===== src/rtl/seq_gen_pkg.sv =====
`default_nettype none
// ============================================================================
// Module   : seq_gen_pkg
// Purpose  : Shared types and constants for the BBCCC sequence generator.
//            Holds the FSM state encoding, the default pattern, and the
//            seed/tap constants of the optional gap-fill LFSR.
// Revision : 1.0 - initial release
// ============================================================================
package seq_gen_pkg;

    // Controller states
    typedef enum logic [1:0] {
        IDLE = 2'd0,
        SEND = 2'd1,
        GAP  = 2'd2,
        DONE = 2'd3
    } state_t;

    // Default pattern: B=1, C=0, sent MSB first
    localparam int               c_DEF_PLEN    = 5;
    localparam logic [4:0]       c_DEF_PATTERN = 5'b11000;

    // Counter widths
    localparam int               c_BIT_W = 3;
    localparam int               c_REP_W = 4;
    localparam int               c_GAP_W = 2;

    // Gap-fill LFSR: x^8 + x^6 + x^5 + x^4 + 1, Fibonacci form
    localparam logic [7:0]       c_LFSR_SEED = 8'hA5;
    localparam logic [7:0]       c_LFSR_TAPS = 8'hB8;

endpackage : seq_gen_pkg
`default_nettype wire


===== src/rtl/seq_gen_lfsr.sv =====
`default_nettype none
// ============================================================================
// Module   : seq_gen_lfsr
// Purpose  : 8-bit Fibonacci LFSR used to fill idle gap bit-times.
//            Shifts toward the MSB; bit_out is the current MSB.
//            Synchronous active-low reset reloads the seed.
// Revision : 1.0 - initial release
// ============================================================================
module seq_gen_lfsr
    import seq_gen_pkg::*;
(
    input  logic clk,
    input  logic rst,
    input  logic en,
    output logic bit_out
);

    logic [7:0] r_lfsr;
    logic       w_fb;

    assign w_fb    = ^(r_lfsr & c_LFSR_TAPS);
    assign bit_out = r_lfsr[7];

    // Advance once per enabled cycle; reset reloads the seed
    always_ff @(posedge clk) begin
        if (!rst) begin
            r_lfsr <= c_LFSR_SEED;
        end else if (en) begin
            r_lfsr <= {r_lfsr[6:0], w_fb};
        end
    end

endmodule : seq_gen_lfsr
`default_nettype wire


===== src/rtl/seq_gen_bbccc.sv =====
`default_nettype none
// ============================================================================
// Module   : seq_gen_bbccc
// Purpose  : Serial generator that sends a PLEN-bit pattern (default BBCCC,
//            B=1 C=0, MSB first) count times with gap idle bit-times between
//            repetitions, then pulses done.
//            Optional macro SEQ_GEN_LFSR_FILL_EN: gap cycles carry LFSR
//            fill data on dout instead of 0.
// Revision : 1.0 - initial release
// ============================================================================
module seq_gen_bbccc
    import seq_gen_pkg::*;
#(
    parameter int              PLEN    = c_DEF_PLEN,
    parameter logic [PLEN-1:0] PATTERN = c_DEF_PATTERN
)(
    input  logic               clk,
    input  logic               rst,
    input  logic               start,
    input  logic [c_REP_W-1:0] count,
    input  logic [c_GAP_W-1:0] gap,
    output logic               dout,
    output logic               valid,
    output logic               frame,
    output logic               busy,
    output logic               done
);

    localparam logic [c_BIT_W-1:0] c_BIT_TOP = c_BIT_W'(PLEN - 1);

    state_t               r_state, w_state_n;
    logic [c_BIT_W-1:0]   r_bit,   w_bit_n;
    logic [c_REP_W-1:0]   r_rep,   w_rep_n;
    logic [c_GAP_W-1:0]   r_gap,   w_gap_n;
    logic [c_GAP_W-1:0]   r_gcnt,  w_gcnt_n;

    logic r_dout, r_valid, r_frame, r_busy, r_done;
    logic w_dout_n, w_valid_n, w_frame_n, w_busy_n, w_done_n;
    logic w_fill;

`ifdef SEQ_GEN_LFSR_FILL_EN
    // Fill source advances exactly once per GAP cycle
    seq_gen_lfsr u_lfsr (
        .clk     (clk),
        .rst     (rst),
        .en      (w_state_n == GAP),
        .bit_out (w_fill)
    );
`else
    assign w_fill = 1'b0;
`endif

    // Next-state and counter update
    always_comb begin
        w_state_n = r_state;
        w_bit_n   = r_bit;
        w_rep_n   = r_rep;
        w_gap_n   = r_gap;
        w_gcnt_n  = r_gcnt;
        case (r_state)
            IDLE: begin
                if (start) begin
                    if (count != '0) begin
                        w_state_n = SEND;
                        w_bit_n   = c_BIT_TOP;
                        w_rep_n   = count;
                        w_gap_n   = gap;
                    end else begin
                        w_state_n = DONE;
                    end
                end
            end
            SEND: begin
                if (r_bit == '0) begin
                    // One repetition completed
                    w_rep_n = r_rep - 4'd1;
                    if (r_rep == 4'd1) begin
                        w_state_n = DONE;
                    end else if (r_gap != '0) begin
                        w_state_n = GAP;
                        w_gcnt_n  = r_gap - 2'd1;
                    end else begin
                        w_bit_n   = c_BIT_TOP;
                    end
                end else begin
                    w_bit_n = r_bit - 3'd1;
                end
            end
            GAP: begin
                if (r_gcnt == '0) begin
                    w_state_n = SEND;
                    w_bit_n   = c_BIT_TOP;
                end else begin
                    w_gcnt_n  = r_gcnt - 2'd1;
                end
            end
            DONE: begin
                w_state_n = IDLE;
            end
            default: begin
                w_state_n = IDLE;
            end
        endcase
    end

    // Output values for the coming cycle, registered below
    always_comb begin
        w_valid_n = (w_state_n == SEND);
        w_frame_n = w_valid_n && (w_bit_n == c_BIT_TOP);
        w_busy_n  = (w_state_n == SEND) || (w_state_n == GAP);
        w_done_n  = (w_state_n == DONE);
        w_dout_n  = 1'b0;
        if (w_valid_n) begin
            w_dout_n = PATTERN[w_bit_n];
        end else if (w_state_n == GAP) begin
            w_dout_n = w_fill;
        end
    end

    // State, counters and registered outputs
    always_ff @(posedge clk) begin
        if (!rst) begin
            r_state <= IDLE;
            r_bit   <= '0;
            r_rep   <= '0;
            r_gap   <= '0;
            r_gcnt  <= '0;
            r_dout  <= 1'b0;
            r_valid <= 1'b0;
            r_frame <= 1'b0;
            r_busy  <= 1'b0;
            r_done  <= 1'b0;
        end else begin
            r_state <= w_state_n;
            r_bit   <= w_bit_n;
            r_rep   <= w_rep_n;
            r_gap   <= w_gap_n;
            r_gcnt  <= w_gcnt_n;
            r_dout  <= w_dout_n;
            r_valid <= w_valid_n;
            r_frame <= w_frame_n;
            r_busy  <= w_busy_n;
            r_done  <= w_done_n;
        end
    end

    assign dout  = r_dout;
    assign valid = r_valid;
    assign frame = r_frame;
    assign busy  = r_busy;
    assign done  = r_done;

endmodule : seq_gen_bbccc
`default_nettype wire


===== config.mk =====
export PLATFORM = sky130hd
export DESIGN_NAME = seq_gen_bbccc
export DESIGN_NICKNAME = d
export VERILOG_FILES = /design/src/rtl/seq_gen_pkg.sv /design/src/rtl/seq_gen_lfsr.sv /design/src/rtl/seq_gen_bbccc.sv
export SDC_FILE = /design/constraint.sdc
export NUM_CORES = 1
export LEC_CHECK = 0
export ABC_CLOCK_PERIOD_IN_PS = 2400
export CAP_MARGIN = 30
export CORE_ASPECT_RATIO = 1.25
export CORE_MARGIN = 4
export CORE_UTILIZATION = 53
export CTS_CLUSTER_DIAMETER = 30
export CTS_CLUSTER_SIZE = 30
export DETAILED_ROUTE_END_ITERATION = 16
export PLACE_DENSITY_LB_ADDON = 0.3
export SYNTH_ARGS = -nofsm -noshare
export SYNTH_HDL_FRONTEND = slang
export SYNTH_HIERARCHICAL = 1
export SYNTH_SLANG_ARGS = --single-unit

===== constraint.sdc =====
create_clock -name clk -period 2.4 [get_ports clk]
set_input_delay 0.36 -clock clk [delete_from_list [all_inputs] [get_ports clk]]
set_output_delay 0.36 -clock clk [all_outputs]
set_load 0.03 [all_outputs]

# Yosys cells after proc, flatten, opt, wreduce, memory -nomap -nowiden
# Memories as Yosys holds them, arrays and structs flattened. A register that Yosys moved wholly into a read port is not among the register bits.
# Index checks and enable logic that the tools add are counted.
# totals
ff_bits	17
latch_bits	0
in_bits	9
rom_bits	8
mem_count	1
elab_cells	65
ram_bits	0
out_inout_bits	5
# memory_table
name	words	word_bits	rd	rd_clocked_by_memory_dff	wr	line_no	source
(name not given)	8	1	1	1	0	seq_gen_bbccc.sv:114	w_dout_n = PATTERN[w_bit_n];
# op_classes
n_div	0
n_eq_ne	14
muxes	23
n_reduce_logical	14
n_mul	0
bitwise	0
n_addsub	4
n_lt_le_gt_ge	0
shift	0
# ops
operator	count
$mux W2	10
$mux W3	6
$mux W4	3
$ne A2 B2 Y1 const B	6
$pmux W3 S3	1
$eq A2 B2 Y1 const B	4
$pmux W2 S4	1
$pmux W4 S2	1
$reduce_bool A2 Y1	3
$reduce_and A5 Y1	1
$eq A2 B1 Y1 const B	2
$eq A4 B1 Y1 const B	1
$logic_not A2 Y1	2
$pmux W2 S2	1
$reduce_and A4 Y1	1
$reduce_bool A4 Y1	1
$sub A2 B1 Y2 const B	2
$sub A4 B1 Y4 const B	1
$eq A3 B3 Y1 const B	1
$logic_not A3 Y1	1
$reduce_and A3 Y1	1
$sub A3 B1 Y3 const B	1
$reduce_and A2 Y1	1
$logic_and A1 B1 Y1	1
2 further kinds	2

# Logic depth before layout (Yosys ltp)
# Gate-level depths: netlist of the first run.
# logic_depth
depth_word	8
ltp_mapped	10
depth_no_buf	10

# Least setup slack after synthesis of the first run
# OpenSTA, ideal clock, no wires.
# synth_timing
path_kind	register to register
from	register r_bit[0]
to	register r_dout (netlist: dout)
period_less_slack_ps	1836
setup_time_ps	68
n_path_buf	0
slack_ps	564
stages_incl_launch_ff	11
required_ps	2332
arrival_ps	1768
cell_sequence	dfxtp_1 inv_1 ha_1 and4bb_2 o21ai_0 o21ai_0 a21o_1 inv_1 ha_1 o211ai_1 o2bb2ai_2
# synth_between
elab_chain_cells	6
elab_cells_between_ends	14
cone_classes	add/sub (1); eq/ne (1); mux (9); reduce/logical (3)
# synth_rtl
element	line_no	source
start: declaration	seq_gen_bbccc.sv:32	logic [c_BIT_W-1:0] r_bit, w_bit_n;
start signal: assignment	seq_gen_bbccc.sv:135	r_bit <= w_bit_n;
$logic_not A3 Y1	seq_gen_bbccc.sv:74	if (r_bit == '0) begin
$mux W2	seq_gen_bbccc.sv:74	
$pmux W2 S4	seq_gen_bbccc.sv:60	case (r_state)
via w_state_n[1]	seq_gen_bbccc.sv:31	state_t r_state, w_state_n;
$eq A2 B1 Y1	seq_gen_bbccc.sv:108	w_valid_n = (w_state_n == SEND);
via w_valid_n	seq_gen_bbccc.sv:38	logic w_dout_n, w_valid_n, w_frame_n, w_busy_n, w_done_n;
$reduce_and A2 Y1 (no line)	-	
$logic_not A1 Y1 (no line)	-	
end: declaration	seq_gen_bbccc.sv:37	logic r_dout, r_valid, r_frame, r_busy, r_done;
# The timed path passes the listed nets, and every way through them passes these cells.
# A chain may end at the register's enable or synchronous reset.

# Final worst setup path of the first run
# Ends and elaborated chain as after synthesis.

==> reports/results.env, run 1 <==
OUTCOME='completed'
RSZ_0062_RAISED_AFTER_GLOBAL_ROUTING='false'
FINALSETUPTNS_NS=0
FINALCLOCKSKEW_NS=0.0007722
TIGHTESTPINTRANSITION_NS=0.4187
PLACE_CONGESTION=0.7778
VIAS=933
DETAILED_PLACE_HPWL_MM=1.608
CP.ARRIVAL_NS=2.43
CLOCK_SINK_COUNT=18
REMAINING_DRC_ERRORS=0
SYNTH_AREA_SQ_MM=0.001071
TIMING.SETUP.CRITICAL_PATH_CLASS='flip-flop to flip-flop'
DRTANTENNAVIOLNETS=0
HOLD_WS_NS=0.4874
DRTITER0DRC=16
STATIC-LEAKAGE-POWER_uW=0.0004926
PEAKVDDDROP_V=0.0004987
YOSYS_WARN_COUNT=6
FILLER_CELL_COUNT=155
DRTPASS1ITERATIONS=4
TIMING.CRITICAL_PATH.FROM_TYPE='flip-flop'
CP.REQUIRED_NS=2.64
GLOBALROUTETOTALUTIL_PCT=17.50
SYN_INST=126
DIE_HEIGHT_UM=58.26
IOS=14
HTREE_LEVELS=1
CRITPATHMAXFANOUT=7
TIMING.MAX_CAP.VIOLATIONS=0
POWER_uW=821.3
DRIVE_GT1_SHARE_PCT=10.00
SYNTHDOMINANTCELLAREASHARE_PCT=33.64
SYNTHDISTINCTLIBCELLS=39
GRT_REMAINING_OVERFLOW=0
CTSRESIZECOUNT=0
FINAL_CYCLE_SHARE_PCT=91.20
CPPEAKSTAGEDELAY_NS=0.46
PORT-BUFFER-COUNT=13
CP_CELL_SEQUENCE='inv_1, ha_1, and4bb_2, o21ai_0, o21ai_0, a21o_1, inv_1, ha_1, o211ai_1, o2bb2ai_2'
CLOCK_LATENCY_NS=0.30
AREAGROWTHSYNTHTOFINISH_PCT=15.89
SYN-MEAN-INSTANCE-AREA_SQ_UM=8.500
TIMING.HOLD.WORST.CLASS='flip-flop to flip-flop'
POSTSYNTHNETCOUNT=141
DRT-TOTAL-WL_MM=2.170
NUM_ROWS=17
SYNTH-SEQ-AREA-SHARE_PCT=33.64
CORE_AREA_SQ_MM=0.001851
CLOCK_PERIOD_MINUS_WORST_SLACK_NS=2.189
ACHIEVABLE-FREQUENCY_GHz=0.4569
GRT_FIRST_PASS_WIRELENGTH_MM=3.629
ANTENNA_FOUND_INITIAL=0
TIMING.SLEW.HEADROOM_PCT=71.79
SYNTH_TOP_CELL_BY_AREA='dfxtp_1'
VIA_COUNT_OF_THE_FIRST_GLOBAL_ROUTING_PASS=842
CTS_TREE='done'
INSERTED_CLOCK_BUFFERS=3
CLK_PATH_BUF_DEPTH=2
WIRE_PER_INST_UM=13.65
FP.DIEW_UM=48.21
CLOCK_TREE.ROOT_CELL='clkbuf_4'
REG_CLK_SLEW_REPORTED_PATHS_NS=0.10
SETUP_VIOL=0
BIGGEST_AREA_CONTRIBUTORS_IN_THE_SYNTHESIZED_NETLIST='dfxtp_1, ha_1, o21ai_0, nor2_1, a21oi_1'
CTS.HOLD.BUFFERS_ADDED=0
SLOWEST_STAGE='dfxtp_1'
ANTENNA_DIODE_COUNT=0
FINAL-MAX-SLEW-VIOLATION-COUNT=0
YOSYS_REGISTER_BITS=18
VIA_PER_INSTANCE_RATIO=5.868
MAXIMUM_NUMBER_OF_PINS_ON_ONE_NET_BEFORE_GLOBAL_ROUTE_REPAIR=17
DIE_AREA_SQ_MM=0.002808
FIN_HOLD_VIOLS=0
TIMING.CRITICAL_PATH.TO_TYPE='flip-flop'
EFFECTIVE_UTILIZATION_AT_FLOORPLAN_PCT=57.88
CTS_SETUP_BUFFERS=0
FIN_NETS=156
POWERDENSITY_mW_PER_MM2=661.7
==> critical path: cells and delay by family, from the launching register on <==
kind            cells  cell delay (ns)
compound gates      5             0.76
fa+ha+maj           2             0.47
flops               1             0.46
simple gates        1             0.26
buf+inv             2             0.16
==> per-stage QoR <==
| step | cells | setup slack, ns | utilization [%] | instance area (sq um) |
|---|---|---|---|---|
| floorplan | 126 | 0.5637 | - | 1071 |
| global placement | 155 | 0.2458 | 65.11 | 1205 |
| detailed placement | 155 | 0.2137 | 65.11 | 1205 |
| CTS | 159 | 0.2221 | 67.07 | 1241 |
| global route | 159 | 0.04286 | 67.07 | 1241 |
| finish | 159 | 0.2112 | 67.07 | 1241 |
==> logic make-up (layout without fill, tap and decap cells) <==
kind of cell / Yosys count / count (layout) / synth area share (%)
buf+inv: 11 / 25 / 5.023
flops: 18 / 18 / 33.65
compound gates: 38 / 38 / 24.30
xor+xnor: 2 / 2 / 1.636
fa+ha+maj: 6 / 6 / 7.009
simple gates: 47 / 47 / 24.53
mux: 4 / 4 / 3.855
==> routing by layer <==
layer  track usage (%)  wire [um]  vias up
li1                  -          -      475
met1             23.86        984      427
met2             25.93       1045       26
met3             2.795        100        5
met4             8.462         40        0
met5                 0          0        -
==> flip-flops by register name, summed over array words and instances (netlist names) <==
name / count
valid: 1
r_bit: 3
busy: 1
r_gap: 2
dout: 1
done: 1
r_state: 2
r_gcnt: 2
r_rep: 4
frame: 1
==> final timing paths <==
check,cells past startpoint,slack [ns],endpoint,from
worst min-delay path,2,0.49,r_rep[1]$_SDFFE_PN0P_,r_rep[1]$_SDFFE_PN0P_
worst max-delay path,10,0.21,dout$_SDFF_PN0_,r_bit[0]$_SDFF_PN0_
worst min register to register,2,0.49,r_rep[1]$_SDFFE_PN0P_,r_rep[1]$_SDFFE_PN0P_
worst max register to register,10,0.21,dout$_SDFF_PN0_,r_bit[0]$_SDFF_PN0_
==> cell usage in the layout, fill, tap and decap left out, drive strengths merged <==
master,n
and3,1
o2111a,1
and2b,3
nor2b,4
clkbuf,4
o21ai,12
a21oi,10
nand2,8
a211o,1
a311oi,1
inv,7
xor2,2
nor3,2
o211ai,1
mux2i,3
nor3b,3
and4bb,1
a21o,2
nor4,1
o2bb2ai,1
o221a,1
or4,1
a21boi,1
nor2,13
ha,6
o311a,1
nand2b,4
buf,1
o21bai,2
or2,1
and2,5
mux2,1
a211oi,1
clkdlybuf4s50,13
dfxtp,18
a31oi,3
==> area by class of cell <==
| type | instances | area (sq um) | area share (%) |
|---|---|---|---|
| inverter | 7 | 26.28 | 2.117 |
| clock buffer | 4 | 36.28 | 2.923 |
| tap | 19 | 23.77 | 1.915 |
| sequential | 18 | 360.3 | 29.03 |
| multi-input combinational | 97 | 656.9 | 52.92 |
| timing repair buffer | 14 | 137.6 | 11.09 |
==> report_power, final <==
| group | switching [uW] | internal (uW) | total, uW |
|---|---|---|---|
| logic | 142 | 121 | 263 |
| clock network | 98.5 | 92.7 | 191 |
| registers | 34.0 | 334 | 368 |
==> cells in the mapped netlist <==
library cell,number
nor3_1,2
o211ai_1,1
buf_6,1
o2111a_1,1
o311a_1,1
buf_4,1
a21o_1,2
nand2b_1,4
o221a_2,1
and3_1,1
nor2_1,13
nor4_1,1
mux2i_1,3
dfxtp_1,18
mux2_1,1
and2b_1,3
o21bai_1,2
buf_2,1
xor2_1,2
a311oi_2,1
inv_1,7
clkbuf_1,1
ha_1,6
nor2b_1,4
nor3b_1,2
a21oi_2,2
o2bb2ai_2,1
a31oi_1,3
nand2_1,8
and4bb_2,1
or4_4,1
a211o_1,1
nor3b_2,1
and2_1,5
a211oi_1,1
o21ai_0,12
a21oi_1,8
a21boi_0,1
or2_2,1
No activity file was read; power rests on OpenSTA's default activity.
==> inputs of run 2 (changes only) <==
--- a/config.mk
+++ b/config.mk
@@ -8,11 +8,12 @@
 export ABC_CLOCK_PERIOD_IN_PS = 2400
 export CAP_MARGIN = 30
 export CORE_ASPECT_RATIO = 1.25
-export CORE_MARGIN = 4
+export CORE_MARGIN = 2
 export CORE_UTILIZATION = 53
 export CTS_CLUSTER_DIAMETER = 30
 export CTS_CLUSTER_SIZE = 30
 export DETAILED_ROUTE_END_ITERATION = 16
+export GPL_TIMING_DRIVEN = 0
 export PLACE_DENSITY_LB_ADDON = 0.3
 export SYNTH_ARGS = -nofsm -noshare
 export SYNTH_HDL_FRONTEND = slang
==> reports/results.env, run 2 (synthesized netlist as in run 1, its figures left out) <==
VIAS=928
DRT-TOTAL-WL_MM=2.151
CTS_TREE='done'
POWER_SWITCHING_uW=279.0
NUM_ROWS=18
P_INT_uW=552.2
CLK_PATH_BUF_DEPTH=2
DRTANTENNAVIOLNETS=0
TIGHTESTPINTRANSITION_NS=0.4163
TIMING.SLEW.HEADROOM_PCT=72.03
FINAL_CYCLE_SHARE_PCT=89.98
PLACE_CONGESTION=0.8404
UTILIZATION_PCT=65.18
POWERDENSITY_mW_PER_MM2=658.4
DETAILED_PLACE_HPWL_MM=1.632
SETUP_VIOL=0
TIMING.MAX_CAP.VIOLATIONS=0
CP.REQUIRED_NS=2.65
CTS_SETUP_BUFFERS=0
CTSRESIZECOUNT=0
TIMING.SETUP.CRITICAL_PATH_CLASS='flip-flop to flip-flop'
DRIVE_GT1_SHARE_PCT=11.19
FIN_HOLD_VIOLS=0
POWER_SWITCHING_SHARE_PCT=33.56
TIMING.CRITICAL_PATH.TO_TYPE='flip-flop'
POWER_uW=831.2
POWER.SHARE.SEQUENTIAL_PCT=43.4
FINAL-MAX-SLEW-VIOLATION-COUNT=0
VIA_COUNT_OF_THE_FIRST_GLOBAL_ROUTING_PASS=850
REG_CLK_SLEW_REPORTED_PATHS_NS=0.11
WIRE_PER_INST_UM=13.20
ANTENNA_FOUND_INITIAL=0
LARGEST_REGISTER_FFS=4
REGISTERS.TOP_BY_FF_COUNT='r_rep'
LAYOUT.CELLS.NON_FILLER=163
HTREE_LEVELS=1
CP.ARRIVAL_NS=2.41
TIMING.CRITICAL_PATH.FROM_TYPE='flip-flop'
ACHIEVABLE-FREQUENCY_GHz=0.4631
TIMING.HOLD.WORST.CLASS='flip-flop to flip-flop'
FIN_NETS=159
CLOCK_SINK_COUNT=18
CORE_AREA_SQ_MM=0.001937
CLOCK_PERIOD_MINUS_WORST_SLACK_NS=2.160
VIA_PER_INSTANCE_RATIO=5.693
CTS.HOLD.BUFFERS_ADDED=0
OUTCOME='completed'
CLOCK_LATENCY_NS=0.30
FINALCLOCKSKEW_NS=0.002299
MOSTFREQUENTLAYOUTCELL='dfxtp_1'
RSZ_0062_RAISED_AFTER_GLOBAL_ROUTING='false'
DRTITER0DRC=17
COMBINATIONALPOWERSHARE_PCT=33.2
INSERTED_CLOCK_BUFFERS=3
EFFECTIVE_UTILIZATION_AT_FLOORPLAN_PCT=55.30
AREAGROWTHSYNTHTOFINISH_PCT=17.87
STATIC-LEAKAGE-POWER_uW=0.0005043
CLOCK_TREE.ROOT_CELL='clkbuf_4'
HOLD_DEPTH=2
FILLER_CELL_COUNT=161
GRT_FIRST_PASS_WIRELENGTH_MM=3.539
FP.DIEW_UM=44.21
CRITPATHMAXFANOUT=7
MOSTFREQUENTLAYOUTCELLS='dfxtp_1, nor2_1, clkdlybuf4s50_1'
DIE_HEIGHT_UM=54.26
MULTI_INPUT_AREA_SQ_UM=656.9
FINALSETUPTNS_NS=0
TOP_REGS='r_rep: 4 flops, r_bit: 3 flops'
ANTENNA_DIODE_COUNT=0
FINAL-SEQ-AREA_SQ_UM=360.3
HOLD_WS_NS=0.4893
IOS=14
WORST-R2R-CELL-COUNT=10
REMAINING_DRC_ERRORS=0
SHARE_CLK_OF_TOTAL_POWER_PCT=23.4
PEAKVDDDROP_V=0.0004282
MAXIMUM_NUMBER_OF_PINS_ON_ONE_NET_BEFORE_GLOBAL_ROUTE_REPAIR=11
GLOBALROUTETOTALUTIL_PCT=19.83
PORT-BUFFER-COUNT=13
DP_CELLS=159
DRTPASS1ITERATIONS=4
DIE_AREA_SQ_MM=0.002399
GRT_REMAINING_OVERFLOW=0
## run 2: layout make-up
cell class / instances / area share [%]
repair buffers: 13 / 10.31
inverters: 7 / 2.081
well taps: 20 / 1.982
plain buffers: 4 / 2.180
flip-flops and latches: 18 / 28.54
multi-input cells: 97 / 52.03
clock buffers: 4 / 2.874
## run 2: power by group through the flow
stage	logic, uW	clock network, uW	registers, uW
2_1_floorplan	177	0	384
3_3_place_gp	268	0	365
3_5_place_dp	274	0	367
4_1_cts	276	198	360
5_1_grt	306	209	366
6_report	276	195	361
## run 2: per-stage QoR
step,setup slack [ns],cell area (sq um)
CTS,0.2493,1262
finish,0.2405,1262
global route,0.009657,1262
detailed placement,0.1995,1226
floorplan,0.5637,1071
global placement,0.2240,1226
## run 2: metal layers
metal | global-route usage [%] | routed length, um | up-vias
li1 | - | - | 481
met2 | 36.27 | 1080 | 19
met4 | 5.051 | 21 | 0
met3 | 3.300 | 67 | 2
met1 | 23.90 | 981 | 426
met5 | 0 | 0 | -
## run 2: worst max-delay path, stage by stage, from the launching register on
cell and delay [ns]:
dfxtp_1 0.46, inv_1 0.10, ha_1 0.24, and4bb_2 0.26, o21ai_0 0.07, o21ai_0 0.19, a21o_1 0.24, inv_1 0.06
ha_1 0.22, o211ai_1 0.13, o2bb2ai_2 0.12
## run 2: final timing paths
check                                      startpoint                     to  slack, ns
worst max-delay path              r_bit[0]$_SDFF_PN0_        dout$_SDFF_PN0_       0.24
worst min-delay path            r_rep[3]$_SDFFE_PN0P_  r_rep[3]$_SDFFE_PN0P_       0.49
worst max register to register    r_bit[0]$_SDFF_PN0_        dout$_SDFF_PN0_       0.24
worst min register to register  r_rep[3]$_SDFFE_PN0P_  r_rep[3]$_SDFFE_PN0P_       0.49
